## src/rtl/pipe_ctrl_pkg.sv

```systemverilog
// Shared types and constants for the pipeline controller.
//  state_t   : debug FSM state (run / halted / single step)
//  stage_e   : pipeline register indices, PC is register 0
//  ZERO_REG  : hard-wired zero register, never a hazard source
//  load_use(): load-use hazard between the EX load and the ID operands
package pipe_ctrl_pkg;

  typedef enum logic [1:0] {
    ST_RUN    = 2'd0,
    ST_HALTED = 2'd1,
    ST_STEP   = 2'd2
  } state_t;

  typedef enum int {
    STG_PC     = 0,
    STG_IF_ID  = 1,
    STG_ID_EX  = 2,
    STG_EX_MEM = 3,
    STG_MEM_WB = 4
  } stage_e;

  localparam int              REG_AW   = 5;
  localparam logic [REG_AW-1:0] ZERO_REG = '0;

  function automatic logic load_use(input logic              ld,
                                    input logic [REG_AW-1:0] wreg,
                                    input logic [REG_AW-1:0] rs1,
                                    input logic [REG_AW-1:0] rs2,
                                    input logic              use1,
                                    input logic              use2);
    return ld && (wreg != ZERO_REG) &&
           ((use1 && (rs1 == wreg)) || (use2 && (rs2 == wreg)));
  endfunction

endpackage

```

## src/rtl/pipe_ctrl_if.sv

```systemverilog
// Pipeline-control bundle between the core (master) and pipe_ctrl (slave).
//  master: drives stall/hazard/branch/debug requests, receives hold/flush.
//  slave : the controller; receives requests, drives hold/flush/status/counters.
interface pipe_ctrl_if #(
  parameter int NUM_STAGES = 5,
  parameter int CNT_W      = 32
) ();

  logic [NUM_STAGES-1:0]             stallreq_i;
  logic                              ex_load_i;
  logic [pipe_ctrl_pkg::REG_AW-1:0]  ex_wreg_addr_i;
  logic [pipe_ctrl_pkg::REG_AW-1:0]  id_rs1_addr_i;
  logic [pipe_ctrl_pkg::REG_AW-1:0]  id_rs2_addr_i;
  logic                              id_rs1_use_i;
  logic                              id_rs2_use_i;
  logic                              branch_i;
  logic                              halt_i;
  logic                              enter_i;

  logic [NUM_STAGES-1:0]             hold_o;
  logic [NUM_STAGES-1:0]             flush_o;
  logic                              branch_o;
  logic                              halted_o;
  logic [CNT_W-1:0]                  cycle_cnt_o;
  logic [CNT_W-1:0]                  stall_cnt_o;

  modport master (
    output stallreq_i, ex_load_i, ex_wreg_addr_i, id_rs1_addr_i, id_rs2_addr_i,
           id_rs1_use_i, id_rs2_use_i, branch_i, halt_i, enter_i,
    input  hold_o, flush_o, branch_o, halted_o, cycle_cnt_o, stall_cnt_o
  );

  modport slave (
    input  stallreq_i, ex_load_i, ex_wreg_addr_i, id_rs1_addr_i, id_rs2_addr_i,
           id_rs1_use_i, id_rs2_use_i, branch_i, halt_i, enter_i,
    output hold_o, flush_o, branch_o, halted_o, cycle_cnt_o, stall_cnt_o
  );

endinterface

```

## src/rtl/pipe_ctrl_pulse_sync.sv

```systemverilog
// Optional 2-FF synchroniser followed by a rising-edge detector.
//  clk, rst : clock, async active-high reset
//  d        : level input (asynchronous when SYNC!=0)
//  pulse    : one-cycle pulse per rising edge of d
module pipe_ctrl_pulse_sync #(
  parameter int SYNC = 1
) (
  input  logic clk,
  input  logic rst,
  input  logic d,
  output logic pulse
);

  logic d_s, d_q;

  generate
    if (SYNC != 0) begin : g_sync
      logic [1:0] sync_q;
      always_ff @(posedge clk or posedge rst)
        if (rst) sync_q <= '0;
        else     sync_q <= {sync_q[0], d};
      assign d_s = sync_q[1];
    end else begin : g_bypass
      assign d_s = d;
    end
  endgenerate

  always_ff @(posedge clk or posedge rst)
    if (rst) d_q <= 1'b0;
    else     d_q <= d_s;

  assign pulse = d_s & ~d_q;

endmodule

```

## src/rtl/pipe_ctrl.sv

```systemverilog
// Pipeline controller: merges stage stall requests, load-use detection,
// branch flush and run/halt/single-step debug into per-register hold/flush.
//  clk, rst : core clock, async active-high reset
//  bus      : pipe_ctrl_if.slave
//    in : stallreq_i, ex_load_i, ex_wreg_addr_i, id_rs{1,2}_addr_i,
//         id_rs{1,2}_use_i, branch_i, halt_i, enter_i (step button)
//    out: hold_o, flush_o, branch_o (combinational), halted_o,
//         cycle_cnt_o, stall_cnt_o (registered, wrap around)
module pipe_ctrl import pipe_ctrl_pkg::*; #(
  parameter int NUM_STAGES = 5,
  parameter int LU_IDX     = int'(STG_IF_ID),
  parameter int BR_IDX     = int'(STG_IF_ID),
  parameter int CNT_W      = 32,
  parameter int ENTER_SYNC = 1
) (
  input  logic         clk,
  input  logic         rst,
  pipe_ctrl_if.slave   bus
);

  state_t                state_q, state_d;
  logic                  lu, step_p, freeze, branch, any_req;
  logic [NUM_STAGES-1:0] ext_req, req, hold, flush;
  logic [CNT_W-1:0]      cycle_cnt_q, stall_cnt_q;
  int                    k;

  pipe_ctrl_pulse_sync #(.SYNC(ENTER_SYNC)) u_enter (
    .clk   (clk),
    .rst   (rst),
    .d     (bus.enter_i),
    .pulse (step_p)
  );

  assign lu = load_use(bus.ex_load_i, bus.ex_wreg_addr_i, bus.id_rs1_addr_i,
                       bus.id_rs2_addr_i, bus.id_rs1_use_i, bus.id_rs2_use_i);

  // STEP never freezes: the FSM leaves STEP on the cycle the PC advances.
  assign freeze = (state_q == ST_HALTED);

  always_comb begin
    ext_req         = bus.stallreq_i;
    ext_req[LU_IDX] = ext_req[LU_IDX] | lu;
    req             = ext_req;
    req[STG_PC]     = req[STG_PC] | freeze;
  end

  // k = highest requesting register: everything at or below it holds,
  // the register right after it takes a bubble.
  always_comb begin
    any_req = 1'b0;
    k       = 0;
    for (int i = 0; i < NUM_STAGES; i++)
      if (req[i]) begin
        any_req = 1'b1;
        k       = i;
      end
    hold  = '0;
    flush = '0;
    for (int i = 0; i < NUM_STAGES; i++) begin
      hold[i]  = any_req && (i <= k);
      flush[i] = any_req && (i == k + 1);
    end
    // A held ID re-executes the branch later, so the jump is suppressed now.
    branch        = bus.branch_i & ~hold[BR_IDX];
    flush[BR_IDX] = flush[BR_IDX] | branch;
    if (rst) begin
      hold   = '0;
      flush  = '0;
      branch = 1'b0;
    end
  end

  assign bus.hold_o   = hold;
  assign bus.flush_o  = flush;
  assign bus.branch_o = branch;

  always_ff @(posedge clk or posedge rst)
    if (rst) state_q <= ST_RUN;
    else     state_q <= state_d;

  always_comb begin
    state_d = state_q;
    case (state_q)
      ST_RUN:    if (bus.halt_i) state_d = ST_HALTED;
      ST_HALTED: if (!bus.halt_i)     state_d = ST_RUN;
                 else if (step_p)     state_d = ST_STEP;
      // Stay in STEP while another request still holds the PC so the step
      // is not lost; extra step pulses here are ignored.
      ST_STEP:   if (!bus.halt_i)     state_d = ST_RUN;
                 else if (!hold[STG_PC]) state_d = ST_HALTED;
      default:   state_d = ST_RUN;
    endcase
  end

  assign bus.halted_o = (state_q != ST_RUN);

  // Debug freeze is not a stall: only external and load-use requests count.
  always_ff @(posedge clk or posedge rst)
    if (rst) begin
      cycle_cnt_q <= '0;
      stall_cnt_q <= '0;
    end else begin
      cycle_cnt_q <= cycle_cnt_q + CNT_W'(1);
      if (|ext_req) stall_cnt_q <= stall_cnt_q + CNT_W'(1);
    end

  assign bus.cycle_cnt_o = cycle_cnt_q;
  assign bus.stall_cnt_o = stall_cnt_q;

endmodule
```

## src/flat_wrapper.sv

```systemverilog
// flat-port wrapper written by rule: the top's interface ports become plain ports
module pipe_ctrl_flat import pipe_ctrl_pkg::*;
#(
  parameter int NUM_STAGES = 5,
  parameter int LU_IDX     = int'(STG_IF_ID),
  parameter int BR_IDX     = int'(STG_IF_ID),
  parameter int CNT_W      = 32,
  parameter int ENTER_SYNC = 1
)
  (clk, rst, bus_stallreq_i, bus_ex_load_i, bus_ex_wreg_addr_i, bus_id_rs1_addr_i, bus_id_rs2_addr_i, bus_id_rs1_use_i, bus_id_rs2_use_i, bus_branch_i, bus_halt_i, bus_enter_i, bus_hold_o, bus_flush_o, bus_branch_o, bus_halted_o, bus_cycle_cnt_o, bus_stall_cnt_o);
  pipe_ctrl_if #(.NUM_STAGES(NUM_STAGES), .CNT_W(CNT_W)) bus_i ();
  input  logic clk;
  input  logic rst;
  input wire logic [$bits(bus_i.stallreq_i)-1:0] bus_stallreq_i;
  input wire logic [$bits(bus_i.ex_load_i)-1:0] bus_ex_load_i;
  input wire logic [$bits(bus_i.ex_wreg_addr_i)-1:0] bus_ex_wreg_addr_i;
  input wire logic [$bits(bus_i.id_rs1_addr_i)-1:0] bus_id_rs1_addr_i;
  input wire logic [$bits(bus_i.id_rs2_addr_i)-1:0] bus_id_rs2_addr_i;
  input wire logic [$bits(bus_i.id_rs1_use_i)-1:0] bus_id_rs1_use_i;
  input wire logic [$bits(bus_i.id_rs2_use_i)-1:0] bus_id_rs2_use_i;
  input wire logic [$bits(bus_i.branch_i)-1:0] bus_branch_i;
  input wire logic [$bits(bus_i.halt_i)-1:0] bus_halt_i;
  input wire logic [$bits(bus_i.enter_i)-1:0] bus_enter_i;
  output wire logic [$bits(bus_i.hold_o)-1:0] bus_hold_o;
  output wire logic [$bits(bus_i.flush_o)-1:0] bus_flush_o;
  output wire logic [$bits(bus_i.branch_o)-1:0] bus_branch_o;
  output wire logic [$bits(bus_i.halted_o)-1:0] bus_halted_o;
  output wire logic [$bits(bus_i.cycle_cnt_o)-1:0] bus_cycle_cnt_o;
  output wire logic [$bits(bus_i.stall_cnt_o)-1:0] bus_stall_cnt_o;
  assign bus_i.stallreq_i = bus_stallreq_i;
  assign bus_i.ex_load_i = bus_ex_load_i;
  assign bus_i.ex_wreg_addr_i = bus_ex_wreg_addr_i;
  assign bus_i.id_rs1_addr_i = bus_id_rs1_addr_i;
  assign bus_i.id_rs2_addr_i = bus_id_rs2_addr_i;
  assign bus_i.id_rs1_use_i = bus_id_rs1_use_i;
  assign bus_i.id_rs2_use_i = bus_id_rs2_use_i;
  assign bus_i.branch_i = bus_branch_i;
  assign bus_i.halt_i = bus_halt_i;
  assign bus_i.enter_i = bus_enter_i;
  assign bus_hold_o = bus_i.hold_o;
  assign bus_flush_o = bus_i.flush_o;
  assign bus_branch_o = bus_i.branch_o;
  assign bus_halted_o = bus_i.halted_o;
  assign bus_cycle_cnt_o = bus_i.cycle_cnt_o;
  assign bus_stall_cnt_o = bus_i.stall_cnt_o;
  pipe_ctrl #(.NUM_STAGES(NUM_STAGES), .LU_IDX(LU_IDX), .BR_IDX(BR_IDX), .CNT_W(CNT_W), .ENTER_SYNC(ENTER_SYNC)) u_core (.clk(clk), .rst(rst), .bus(bus_i));
endmodule
```

## config.mk

```make
export PLATFORM = sky130hd
export DESIGN_NAME = pipe_ctrl_flat
export DESIGN_NICKNAME = d
export VERILOG_FILES = /design/src/rtl/pipe_ctrl_pkg.sv /design/src/rtl/pipe_ctrl_if.sv /design/src/rtl/pipe_ctrl_pulse_sync.sv /design/src/rtl/pipe_ctrl.sv /design/src/flat_wrapper.sv
export SDC_FILE = /design/constraint.sdc
export NUM_CORES = 1
export LEC_CHECK = 0
export CORE_MARGIN = 4
export CORE_UTILIZATION = 39
export DETAILED_ROUTE_END_ITERATION = 8
export HOLD_SLACK_MARGIN = 0.02
export PLACE_DENSITY = 0.72
export SKIP_LAST_GASP = 1
export SLEW_MARGIN = 20
export SYNTH_ARGS = -nofsm -noshare
export SYNTH_HDL_FRONTEND = slang
export SYNTH_SLANG_ARGS = --single-unit
```

## constraint.sdc

```tcl
create_clock -name clk -period 3.42 [get_ports clk]
set_input_delay 0.855 -clock clk [delete_from_list [all_inputs] [get_ports clk]]
set_output_delay 0.855 -clock clk [all_outputs]
set_load 0.03 [all_outputs]
```

## Word-level counts from Yosys, hierarchy flattened

Index checks and enable logic that the tools add are counted.

| storage, ports and cells | value |
|---|---|
| flip-flop bits (word level) | 69 |
| output and inout port bits | 76 |
| logic and storage cells | 70 |

| operators by class | value |
|---|---|
| add/subtract/negate cells | 3 |
| $lt $le $gt $ge | 5 |
| equal/unequal tests | 11 |
| multiplexer cells | 18 |
| bitwise gates (word level) | 7 |
| reduce and logical (&&, ||, !) cells | 21 |

Operators with widths:

| cell | count |
|---|---|
| $add 32x1->32 const B | 2 |
| $eq 3x32->1 const A | 2 |
| $eq 2x32->1 const A | 1 |
| $eq 4x32->1 const A | 1 |
| $logic_not 32->1 | 1 |
| $logic_and 1x1->1 | 14 |
| $mux 2 | 7 |
| $eq 5x5->1 | 2 |
| $mux 5 | 2 |
| $mux 1 | 7 |
| $le 1x3->1 const A | 2 |
| $le 2x3->1 const A | 2 |
| $pmux 2 s3 | 1 |
| $reduce_bool 5->1 | 1 |
| $reduce_or 5->1 | 1 |
| $add 3x1->4 const B | 1 |
| $le 3x3->1 const A | 1 |
| $mux 3 | 1 |
| $ne 3x2->1 const B | 1 |
| $ne 3x3->1 const B | 1 |
| $or 1x1->1 | 3 |
| $reduce_and 3->1 | 1 |
| $and 1x1->1 | 2 |
| $eq 2x1->1 const B | 1 |
| 6 further kinds | 7 |

## Longest topological paths before layout

Gate-level depths: netlist of the first run.

| depth | value |
|---|---|
| depth in word-level cells | 15 |
| depth in mapped cells | 7 |

## Modules after synthesis

From an unflattened synthesis of the first run, not the netlist that was laid out.

| second synthesis, totals | value |
|---|---|
| cell total of the unflattened synthesis | 308 |
| area, all modules | 3314.4 µm² |

By module, submodules not included:

| module | times used | cells an instance | area each (µm²) | sequential area each (µm²) |
|---|---|---|---|---|
| pipe_ctrl | 1 | 303 | 3221.8 | 1651.6 |
| pipe_ctrl_pulse_sync | 1 | 5 | 92.6 | 75.1 |

## Least setup slack after synthesis of the first run

Ideal clock, no wire load.

| timing path | value |
|---|---|
| kind | input -> register |
| start | input port rst |
| end | register u_core.state_q[1] |
| library setup time | 0.065 ns |
| data arrival time | 3.004 ns |
| required time | 3.355 ns |
| slack | 0.351 ns |
| stages | 4 |
| path buffers | 1 |
| cells stage by stage | clkbuf_1 > inv_1 > and4b_1 > o21a_1 |

| on the way | value |
|---|---|
| word-level cells in the longest chain between the ends | 3 |

Ends and longest elaborated chain:

| what | RTL line | text |
|---|---|---|
| start, declared | flat_wrapper.sv:13 | `input logic rst;` |
| $mux 5 | pipe_ctrl.sv:66 | `if (rst) begin` |
| $ne 3x3->1 (no source line) | - |  |
| $reduce_and 3->1 (no source line) | - |  |
| end signal, assigned | pipe_ctrl.sv:79 | `else state_q <= state_d;` |
| end, declared | pipe_ctrl.sv:21 | `state_t state_q, state_d;` |

No other way between the ends.
A chain may end at the register's enable or synchronous reset.

## Worst setup path after layout of the first run

| timing path | value |
|---|---|
| start | input port bus_ex_wreg_addr_i[0] |
| end | output port bus_branch_o |

| on the way | value |
|---|---|
| word-level cells in the longest chain between the ends | 14 |

Ends and longest elaborated chain:

| what | RTL line | text |
|---|---|---|
| start, declared | flat_wrapper.sv:16 | `input wire logic [$bits(bus_i.ex_wreg_addr_i)-1:0] bus_ex_wreg_addr_i;` |
| $eq 5x5->1 | pipe_ctrl_pkg.sv:32 | `((use1 && (rs1 == wreg)) \|\| (use2 && (rs2 == wreg)));` |
| $logic_and 1x1->1 | pipe_ctrl_pkg.sv:32 |  |
| $logic_or 1x1->1 | pipe_ctrl_pkg.sv:32 |  |
| $logic_and 1x1->1 (*) | pipe_ctrl_pkg.sv:31 | `return ld && (wreg != ZERO_REG) &&` |
| $or 1x1->1 (*) | pipe_ctrl.sv:42 | `ext_req[LU_IDX] = ext_req[LU_IDX] \| lu;` |
| $mux 1 | pipe_ctrl.sv:53 | `if (req[i]) begin` |
| $mux 2 (2 in series) | pipe_ctrl.sv:53 |  |
| $mux 3 | pipe_ctrl.sv:53 |  |
| $le 1x3->1 | pipe_ctrl.sv:60 | `hold[i] = any_req && (i <= k);` |
| $logic_and 1x1->1 (*) | pipe_ctrl.sv:60 |  |
| $not 1->1 (*) | pipe_ctrl.sv:64 | `branch = bus.branch_i & ~hold[BR_IDX];` |
| $and 1x1->1 (*) | pipe_ctrl.sv:64 |  |
| $mux 1 (*) | pipe_ctrl.sv:66 |  |
| end, declared | flat_wrapper.sv:26 | `output wire logic [$bits(bus_i.branch_o)-1:0] bus_branch_o;` |

Every way passes the cells marked *; elsewhere a longest branch is shown, timed or not.

==> impl_metrics.toml, run 1 <==
[grt]
grt_pass1_vias = 2643
overflow = 0
grt_use_total_pct = 15.95
antenna_found_initial = 0
grt_first_pass_wirelength_um = 12860
grt_max_degree = 69

[sta]
slew_violations = 0
hold_ws_ns = 0.3541
finalCritPeriodShare_pct = 96.58
rsz0062_at_grt = "false"
hold_viol_final = 0
fin_setup_tns_ns = 0
post-route-min-period_ns = 3.303
final.setup.worst_slack_ns = 0.1171
fmax_mhz = 302.8
fin_worst_skew_ns = 0.006509
worstMarginPinSlew_ns = 0.8343
setup_violations = 0
slew_headroom_pct = 44.38

[floorplan]
start_util_pct = 40.05
die_x_um = 99.86
die-height_um = 99.86
pin_count = 104
placementRows = 33
coreArea_um2 = 8217
fp.dieArea_um2 = 9971

[cts]
clockBufferDepth = 2
cts.sinks = 69
cts_buffers = 9
clk_pin_slew_worst_paths_ns = 0.07
clock_latency_ns = 0.33
root_buffer = "clkbuf_8"
hold_buffers = 0
tritoncts = "yes"
htree_levels = 3

[placement]
io_buffers = 102
gp_congestion = 0.8513
place_ws_ns = 0.07534
hpwl_um = 5535

[logic_synthesis]
synth_ff_type = "dfrtp_1"
ys_seq_area_share_pct = 52.47
synth.area.top_cells = "dfrtp_1 (52%), xnor2_1 (16%), nand3_1 (4.0%)"
yosysMostFrequentCell = "dfrtp_1"
syn_nets = 331
yosys.area.top_type_share_pct = 52.47
synth_seq_cells = 69
ys_warn_count = 0
syn-cell-area_um2 = 3291
synth_edf_count = 0
avgSynthCellArea_um2 = 10.93
synth-async-reset-ratio_pct = 100.0
post-synth-top-area-cell = "dfrtp_1"
synth_cell_types = 40
synth_cells = 301
synth_common_cells = "dfrtp_1 (69), xnor2_1 (60), nand3_1 (26)"

[min_path]
min_path_type = "reg -> reg"
min_path_cells = 0

[cells_and_area]
utilization_pct = 55.99
drive_gt1_share_pct = 7.933
diodes = 0
fillers = 715
syn_to_final_growth_pct = 39.81
fin_nets = 442

[power]
power_density_nw_per_um2 = 411.8
power_frac_comb_pct = 21.1
leakagePower_nw = 1.956
p_sw_mw = 0.5653
internal-power_mw = 1.329
peakVddDrop_uv = 196.2
power_frac_clock_pct = 29.7
swShare_pct = 29.83
pwr-share-seq_pct = 49.2

[routing]
viasPerCell = 5.012
drt_iter0_drc = 63
wl_per_cell_um = 14.45
drc_errors = 0
dr.pass1.iters = 6
drt_wl_total_um = 7527
via_count = 2611
ant_nets = 0

[worst_setup_path]
path_depth = 7
r2r.worst_path.cells = 6
crit_family = "buffers and inverters"
endpoint_kind = "output port"
cp.arrival_ns = 2.45
crit_buf_inv = 2
slowest_stage = "clkdlybuf4s50_1"
crit_chain = "clkdlybuf4s50_1 -> xnor2_1 -> nand4_1 -> o22ai_2 -> a31oi_1 -> and3_1 -> buf_4"
start_kind = "primary input"
crit_fanout = 4
slowest_delay_ns = 0.54
required_ns = 2.56
criticalPathCategory = "in -> out"

[job]
max_cap_violations = 0

[run_status]
status = "finished, final reports clean"
[kinds of logic after synthesis]
kind of cell               count (synthesis)  synth area share (%)
buffers and inverters                     13                 1.787
and+or+nand+nor                          133                 23.00
other                                      1                0.1140
muxes                                      1                0.3422
DFF                                       69                 52.47
xor gates and xnor gates                  71                 18.90
adders and majority gates                  2                0.7603
AOI/OAI and AO/OA                         11                 2.623
[flip-flops by register name, summed over array words and instances, names as in the netlist]
signal and count:
u_core.bus.cycle_cnt_o 32, u_core.bus.stall_cnt_o 32, u_core.state_q 2, u_core.u_enter.d_q 1, u_core.u_enter.g_sync.sync_q 2
[metal layers]
layer	wire length (µm)	track usage, %	up-vias	part of all wire (%)
met3	470	6.254	11	6.2
li1	-	-	1262	-
met4	93	3.782	0	1.2
met5	0	0	-	0
met2	3609	24.94	63	48
met1	3353	20.92	1275	45
[worst paths after layout]
kind	from	endpoint	slack, ns
setup / recovery	bus_ex_wreg_addr_i[0]	bus_branch_o	0.12
hold / removal	u_core.u_enter.g_sync.sync_q[0]	u_core.u_enter.g_sync.sync_q[1]	0.35
setup reg to reg	u_core.bus.stall_cnt_o[2]	u_core.bus.stall_cnt_o[21]	1.33
hold reg to reg	u_core.u_enter.g_sync.sync_q[0]	u_core.u_enter.g_sync.sync_q[1]	0.35
max in group asynchronous	rst	u_core.bus.stall_cnt_o[0]	1.61
min in group asynchronous	rst	u_core.state_q[1]	0.80
[power groups by stage]
stage | Sequential (mW) | Clock (mW) | Combinational [mW]
after global placement | 0.945 | 0 | 0.399
after CTS | 0.931 | 0.590 | 0.407
final | 0.932 | 0.562 | 0.401
after floorplan | 1.03 | 0 | 0.144
after global routing | 0.943 | 0.618 | 0.431
after detailed placement | 0.948 | 0 | 0.406
[repair_timing]
action,4_1_cts,5_1_grt
resized for setup,0,1
setup endpoints to repair,0,3
setup buffers,0,0
[metrics by stage]
stage               cells  cell area, µm²  power (mW)
floorplan             301            3291       1.170
global placement      506            4436       1.343
detailed placement    506            4436       1.354
CTS                   521            4594       1.929
global route          521            4601       1.992
finish                521            4601       1.895
[layout by cell type, fill, tap and decap left out, types with 4 or more instances in the layout]
| cell | count |
|---|---|
| clkdlybuf4s50_1 | 97 |
| dfrtp_1 | 69 |
| xnor2_1 | 60 |
| nand3_1 | 26 |
| nand2_1 | 21 |
| nand4_1 | 19 |
| nor2_1 | 18 |
| and3_1 | 18 |
| xor2_1 | 11 |
| buf_4 | 11 |
| clkbuf_8 | 10 |
| and4_1 | 6 |
| inv_1 | 4 |
[layout make-up]
class	count	area [µm²]	area share (%)
multi-input combinational	219	1511	32.85
tap	105	131.4	2.856
inverter	5	18.77	0.4079
sequential	69	1727	37.53
timing repair buffer	108	1054	22.90
clock buffer	13	148.9	3.236
clock inverter	2	10.01	0.2176
Note: power is estimated with default switching activity, not from simulation.
==> inputs of run 2 (changes only) <==
--- a/config.mk
+++ b/config.mk
@@ -5,6 +5,7 @@
 export SDC_FILE = /design/constraint.sdc
 export NUM_CORES = 1
 export LEC_CHECK = 0
+export ABC_CLOCK_PERIOD_IN_PS = 3420
 export CORE_MARGIN = 4
 export CORE_UTILIZATION = 39
 export DETAILED_ROUTE_END_ITERATION = 8
==> results of run 2 <==
The final DEF is identical to that of run 1; final timing and power are the same.
